## src/rtl/laser_ctrl_pkg.sv

```systemverilog
// Shared constants, state encoding and saturating
// energy helpers for the laser controller.
package laser_ctrl_pkg;

  localparam int MAX_X = 384;
  localparam int MAX_Y = 448;

  localparam logic [11:0] C_GREEN = 12'h0F0;
  localparam logic [11:0] C_RED   = 12'hF00;
  localparam logic [11:0] C_NONE  = 12'h000;

  typedef enum logic [1:0] {
    ST_IDLE     = 2'd0,
    ST_CHARGE   = 2'd1,
    ST_FIRE     = 2'd2,
    ST_OVERHEAT = 2'd3
  } state_t;

  // Add with ceiling; 9-bit sum so the carry never wraps.
  function automatic logic [7:0] sat_add(
    input logic [7:0] a,
    input logic [7:0] b,
    input logic [7:0] lim
  );
    logic [8:0] s;
    s = {1'b0, a} + {1'b0, b};
    return (s > {1'b0, lim}) ? lim : s[7:0];
  endfunction

  // Subtract with floor at zero; borrow shows in bit 8.
  function automatic logic [7:0] sat_sub(
    input logic [7:0] a,
    input logic [7:0] b
  );
    logic [8:0] s;
    s = {1'b0, a} - {1'b0, b};
    return s[8] ? 8'd0 : s[7:0];
  endfunction

endpackage

```

## src/rtl/laser_ctrl_sync2.sv

```systemverilog
// Two-flop synchronizer for asynchronous button
// levels; flops clear on synchronous reset.
module sync2 (
  input  logic clk,
  input  logic reset,
  input  logic d,
  output logic q
);

  logic meta;

  // Shift the raw level through two flops.
  always_ff @(posedge clk) begin
    if (reset) begin
      meta <= 1'b0;
      q    <= 1'b0;
    end else begin
      meta <= d;
      q    <= meta;
    end
  end

endmodule

```

## src/rtl/laser_ctrl.sv

```systemverilog
// Laser gating FSM with warm-up, energy reserve,
// overheat lockout and a side-panel energy gauge.
module laser_ctrl
  import laser_ctrl_pkg::*;
#(
  parameter int E_MAX   = 255,
  parameter int DRAIN   = 4,
  parameter int REGEN   = 2,
  parameter int RESUME  = 128,
  parameter int WARMUP  = 3,
  parameter int GAUGE_X = 392,
  parameter int GAUGE_Y = 16
) (
  input  logic        clk,
  input  logic        reset,
  input  logic        fire_btn,
  input  logic        frame_tick,
  input  logic [9:0]  x,
  input  logic [9:0]  y,
  output logic        shooting,
  output logic        overheat,
  output logic [7:0]  energy,
  output logic        gauge_on,
  output logic [11:0] rgb_out
);

  localparam int WW =
    ($clog2(WARMUP) > 2) ? $clog2(WARMUP) : 2;

  localparam logic [7:0] EMAX_L  = 8'(E_MAX);
  localparam logic [7:0] DRAIN_L = 8'(DRAIN);
  localparam logic [7:0] REGEN_L = 8'(REGEN);
  localparam logic [7:0] RES_L   = 8'(RESUME);
  localparam logic [WW-1:0] WLAST = WW'(WARMUP - 1);

  localparam logic [10:0] GX0 = 11'(GAUGE_X);
  localparam logic [10:0] GX1 = 11'(GAUGE_X + 8);
  localparam logic [10:0] GYB = 11'(GAUGE_Y + 128);

  logic          fire_s;
  state_t        state, state_n;
  logic [WW-1:0] warm_cnt, warm_n;
  logic [7:0]    energy_n;
  logic [7:0]    e_regen, e_drain;

  sync2 u_sync_fire (
    .clk   (clk),
    .reset (reset),
    .d     (fire_btn),
    .q     (fire_s)
  );

  assign e_regen = sat_add(energy, REGEN_L, EMAX_L);
  assign e_drain = sat_sub(energy, DRAIN_L);

  // Register state, warm-up count, energy and flags.
  always_ff @(posedge clk) begin
    if (reset) begin
      state    <= ST_IDLE;
      warm_cnt <= '0;
      energy   <= EMAX_L;
      shooting <= 1'b0;
      overheat <= 1'b0;
    end else begin
      state    <= state_n;
      warm_cnt <= warm_n;
      energy   <= energy_n;
      shooting <= (state_n == ST_FIRE);
      overheat <= (state_n == ST_OVERHEAT);
    end
  end

  // Per-frame transitions and energy update.
  always_comb begin
    state_n  = state;
    warm_n   = warm_cnt;
    energy_n = energy;
    if (frame_tick) begin
      unique case (state)
        ST_IDLE: begin
          energy_n = e_regen;
          if (fire_s) begin
            state_n = ST_CHARGE;
            warm_n  = '0;
          end
        end
        ST_CHARGE: begin
          energy_n = e_regen;
          if (!fire_s)
            state_n = ST_IDLE;
          else if (warm_cnt == WLAST)
            state_n = ST_FIRE;
          else
            warm_n = warm_cnt + 1'b1;
        end
        ST_FIRE: begin
          energy_n = e_drain;
          if (e_drain == 8'd0)
            state_n = ST_OVERHEAT;
          else if (!fire_s)
            state_n = ST_IDLE;
        end
        ST_OVERHEAT: begin
          energy_n = e_regen;
          if (e_regen >= RES_L)
            state_n = ST_IDLE;
        end
        default: state_n = ST_IDLE;
      endcase
    end
  end

  logic [10:0] xe, ye, h, ytop;

  // Bar grows upward from a fixed bottom row.
  always_comb begin
    xe       = {1'b0, x};
    ye       = {1'b0, y};
    h        = {4'b0, energy[7:1]};
    ytop     = GYB - h;
    gauge_on = (xe >= GX0) && (xe < GX1) &&
               (ye >= ytop) && (ye < GYB);
    rgb_out  = C_NONE;
    if (gauge_on)
      rgb_out = overheat ? C_RED : C_GREEN;
  end

endmodule
```

## config.mk

```make
export PLATFORM = sky130hd
export DESIGN_NAME = laser_ctrl
export DESIGN_NICKNAME = d
export VERILOG_FILES = /design/src/rtl/laser_ctrl_pkg.sv /design/src/rtl/laser_ctrl_sync2.sv /design/src/rtl/laser_ctrl.sv
export SDC_FILE = /design/constraint.sdc
export NUM_CORES = 1
export LEC_CHECK = 0
export BUFFER_PORTS_ARGS = -buffer_cell sky130_fd_sc_hd__buf_4
export CAP_MARGIN = 20
export CELL_PAD_IN_SITES_DETAIL_PLACEMENT = 1
export CELL_PAD_IN_SITES_GLOBAL_PLACEMENT = 1
export CORE_MARGIN = 4
export CORE_UTILIZATION = 40
export CTS_CLUSTER_SIZE = 28
export DETAILED_ROUTE_END_ITERATION = 8
export GPL_TIMING_DRIVEN = 0
export PLACE_DENSITY = 0.86
export SYNTH_ARGS = -nofsm -noshare
export SYNTH_HDL_FRONTEND = slang
export SYNTH_HIERARCHICAL = 1
export SYNTH_SLANG_ARGS = --single-unit
```

## constraint.sdc

```tcl
create_clock -name clk -period 7.5 [get_ports clk]
set_input_delay 0.375 -clock clk [delete_from_list [all_inputs] [get_ports clk]]
set_output_delay 0.375 -clock clk [all_outputs]
set_load 0.05 [all_outputs]
```

==> impl_metrics.toml <==
[critical_path]
critPathCapture = "rgb_out[7]"
critical_path_arrival_ns = 3.28
reg2reg_depth = 7
crit_path_start = "energy[2]$_SDFFE_PP1P_"
critical_path_class = "reg -> out"
crit_path_end_kind = "output port"
timing.rr.end = "shooting$_SDFF_PP0_"
ff2ff_setup_slack_ns = 5.43
cp-start-kind = "flip-flop"
path_max_fanout = 8
r2r-start = "energy[2]$_SDFFE_PP1P_"
crit_required_ns = 7.12

[route]
firstDrtPassIters = 4
dr.first_iter.drc_count = 38
antenna_left = 0
vias = 1524
totalWireLength_mm = 3.95
post_drt_wl_per_cell_um = 13.9
drcViolationCount = 0
vias_per_cell = 5.37

[power_and_ir_drop]
p_leak_uw = 0.000885
ir_drop_mv = 0.0852
power.density_nw_per_um2 = 171

[sta]
slew_headroom = 0.616
rsz0062_at_grt = "false"
hold_viol = 0
worst_slack_ns = 3.84
fmax_ghz = 0.274
slew_violations = 0
final-setup-viol-count = 0
timing.final.crit_share = 0.487
period_needed_ns = 3.66
tns_ns = 0
skew_ns = 0.00156
whs_ns = 0.298
tightest_slew_ns = 0.572

[synthesis]
ys_ff_latch = 16
synth-edff-count = 0
synthSimpleGateAreaFrac = 0.247
synth_xor_area_frac = 0.0460
synth_area_um2 = 1520
ys_types = 52
synth.area.top_cells = "dfxtp_1, ha_1, buf_4"
async_flop_share = 0
post-synth-top-area-cell = "dfxtp_1"
synth_cells = 191
synth_top_family_by_area = "simple AND/OR/NAND/NOR gates"
synth_fa_ha_area_frac = 0.123
synth_ff_type = "dfxtp_1"
synth_compound_area_frac = 0.243
ys_seq_area_frac = 0.210
yosysWarnings = 6
synthMuxAreaShare = 0
synth.top_cell.area_share = 0.210
synth_area_per_cell_um2 = 7.98

[clocking]
clock_sinks = 16
cts_hold_buf = 0
cts_made_buffers = 3
cts_setup_buffers = 0
post_cts_resized = 0
htree_levels = 1
clkTransAtPathRegs_ns = 0.06
clkLatencyLatePin_ns = 0.25
cts-root-buf = "clkbuf_8"
cts_tree = "yes"
cts.path.max_buffers = 2

[global_route]
grt_pass1_vias = 1497
grtUsageTotal = 0.165
antenna_found_initial = 0
grt_pass1_wl_mm = 6.88
grt_max_degree = 11
overflow = 0

[hold_path]
whs_path_depth = 2
min_path_type = "in -> reg"
hp-start = "reset"

[placed_design]
globalplace.congestion = 0.850
numPortBuffers = 39
place_hpwl_mm = 3.22
pre_cts_ws_ns = 4.05
place_inst = 281

[final_layout]
final_common_cell = "buf_4"
fin_cells = 284
antennaDiodeCount = 0
final_nets = 277
final_cell_mix = "buf_4, dfxtp_1, a21oi_1, ha_1"
drive_above_1_share = 0.301
syn_to_final_growth_pct = 26.6
fillerInstances = 481

[floorplan]
pin_count = 47
core-area_um2 = 3660
die_h_um = 69.7
dieArea_um2 = 4860
rows = 22
die_x_um = 69.7
start_util = 0.416

[job]
max_cap_violations = 0

[status]
status = "finished clean"
## worst min-delay path by stage
stage                                  end  slack, ns
3_3_place_gp      u_sync_fire/q$_SDFF_PP0_       0.42
5_1_grt        u_sync_fire/meta$_SDFF_PP0_       0.30
2_1_floorplan     u_sync_fire/q$_SDFF_PP0_       0.41
3_5_place_dp      u_sync_fire/q$_SDFF_PP0_       0.43
6_report       u_sync_fire/meta$_SDFF_PP0_       0.30
4_1_cts        u_sync_fire/meta$_SDFF_PP0_       0.30
## cells in the mapped netlist, drive strengths merged (4+ instances only)
master	instances
o21ai	9
inv	14
nand2	12
nor2	14
nor3	5
dfxtp	16
xor2	4
xnor2	4
nand2b	5
o211ai	8
buf	19
nor2b	5
ha	15
a21oi	15
nand3	8
## per-stage QoR
stage | area, µm² | power (µW) | util
floorplan | 1540 | 224 | -
global placement | 1890 | 265 | 0.516
detailed placement | 1890 | 268 | 0.516
CTS | 1930 | 332 | 0.527
global route | 1930 | 357 | 0.527
finish | 1930 | 330 | 0.527
## layer usage
metal / wire length (µm) / vias up / global-route usage
met2: 1780 / 49 / 0.274
met3: 266 / 6 / 0.0348
met5: 0 / - / 0
met1: 1870 / 707 / 0.223
met4: 31 / 0 / 0.0255
li1: - / 762 / -
## area by class of cell
type / count / area, µm² / area share
Inverter: 14 / 52.6 / 0.0272
Timing Repair Buffer: 39 / 293 / 0.152
Buffer: 21 / 143 / 0.0739
Tap cell: 48 / 60.1 / 0.0311
Sequential cell: 16 / 320 / 0.166
Multi-Input combinational cell: 143 / 1020 / 0.529
Clock buffer: 3 / 41.3 / 0.0214
## cell families after synthesis
logic type	after synthesis
simple gates	64
compound gates	52
buf+inv	35
flops	16
fa+ha+maj	15
xor+xnor	8
other cells	1
## sequential cells by signal, summed over array words and instances (netlist names), named ones only
signal and count:
warm_cnt 2, u_sync_fire/meta 1, energy 8, state 1, overheat 1, u_sync_fire/q 1
shooting 1
## power by group
group          leakage [µW]  total (µW)  switching [µW]  internal, µW
Sequential         0.000131         102            10.1          91.9
Clock             0.0000216        65.2            29.6          35.6
Combinational      0.000733         163            96.0          67.1
Total              0.000885         330             136           195
## worst max-delay path: stages (launching register included)
cell       delay [ns]
dfxtp_1          0.48
inv_1            0.16
ha_1             0.24
nand2_1          0.11
o21ai_0          0.14
xor2_1           0.18
ha_1             0.29
o211ai_1         0.13
nor2_1           0.08
a2111oi_0        0.46
o31a_1           0.31
nor3_1           0.12
buf_4            0.15
buf_4            0.18
No activity file was read; power rests on OpenSTA's default activity.
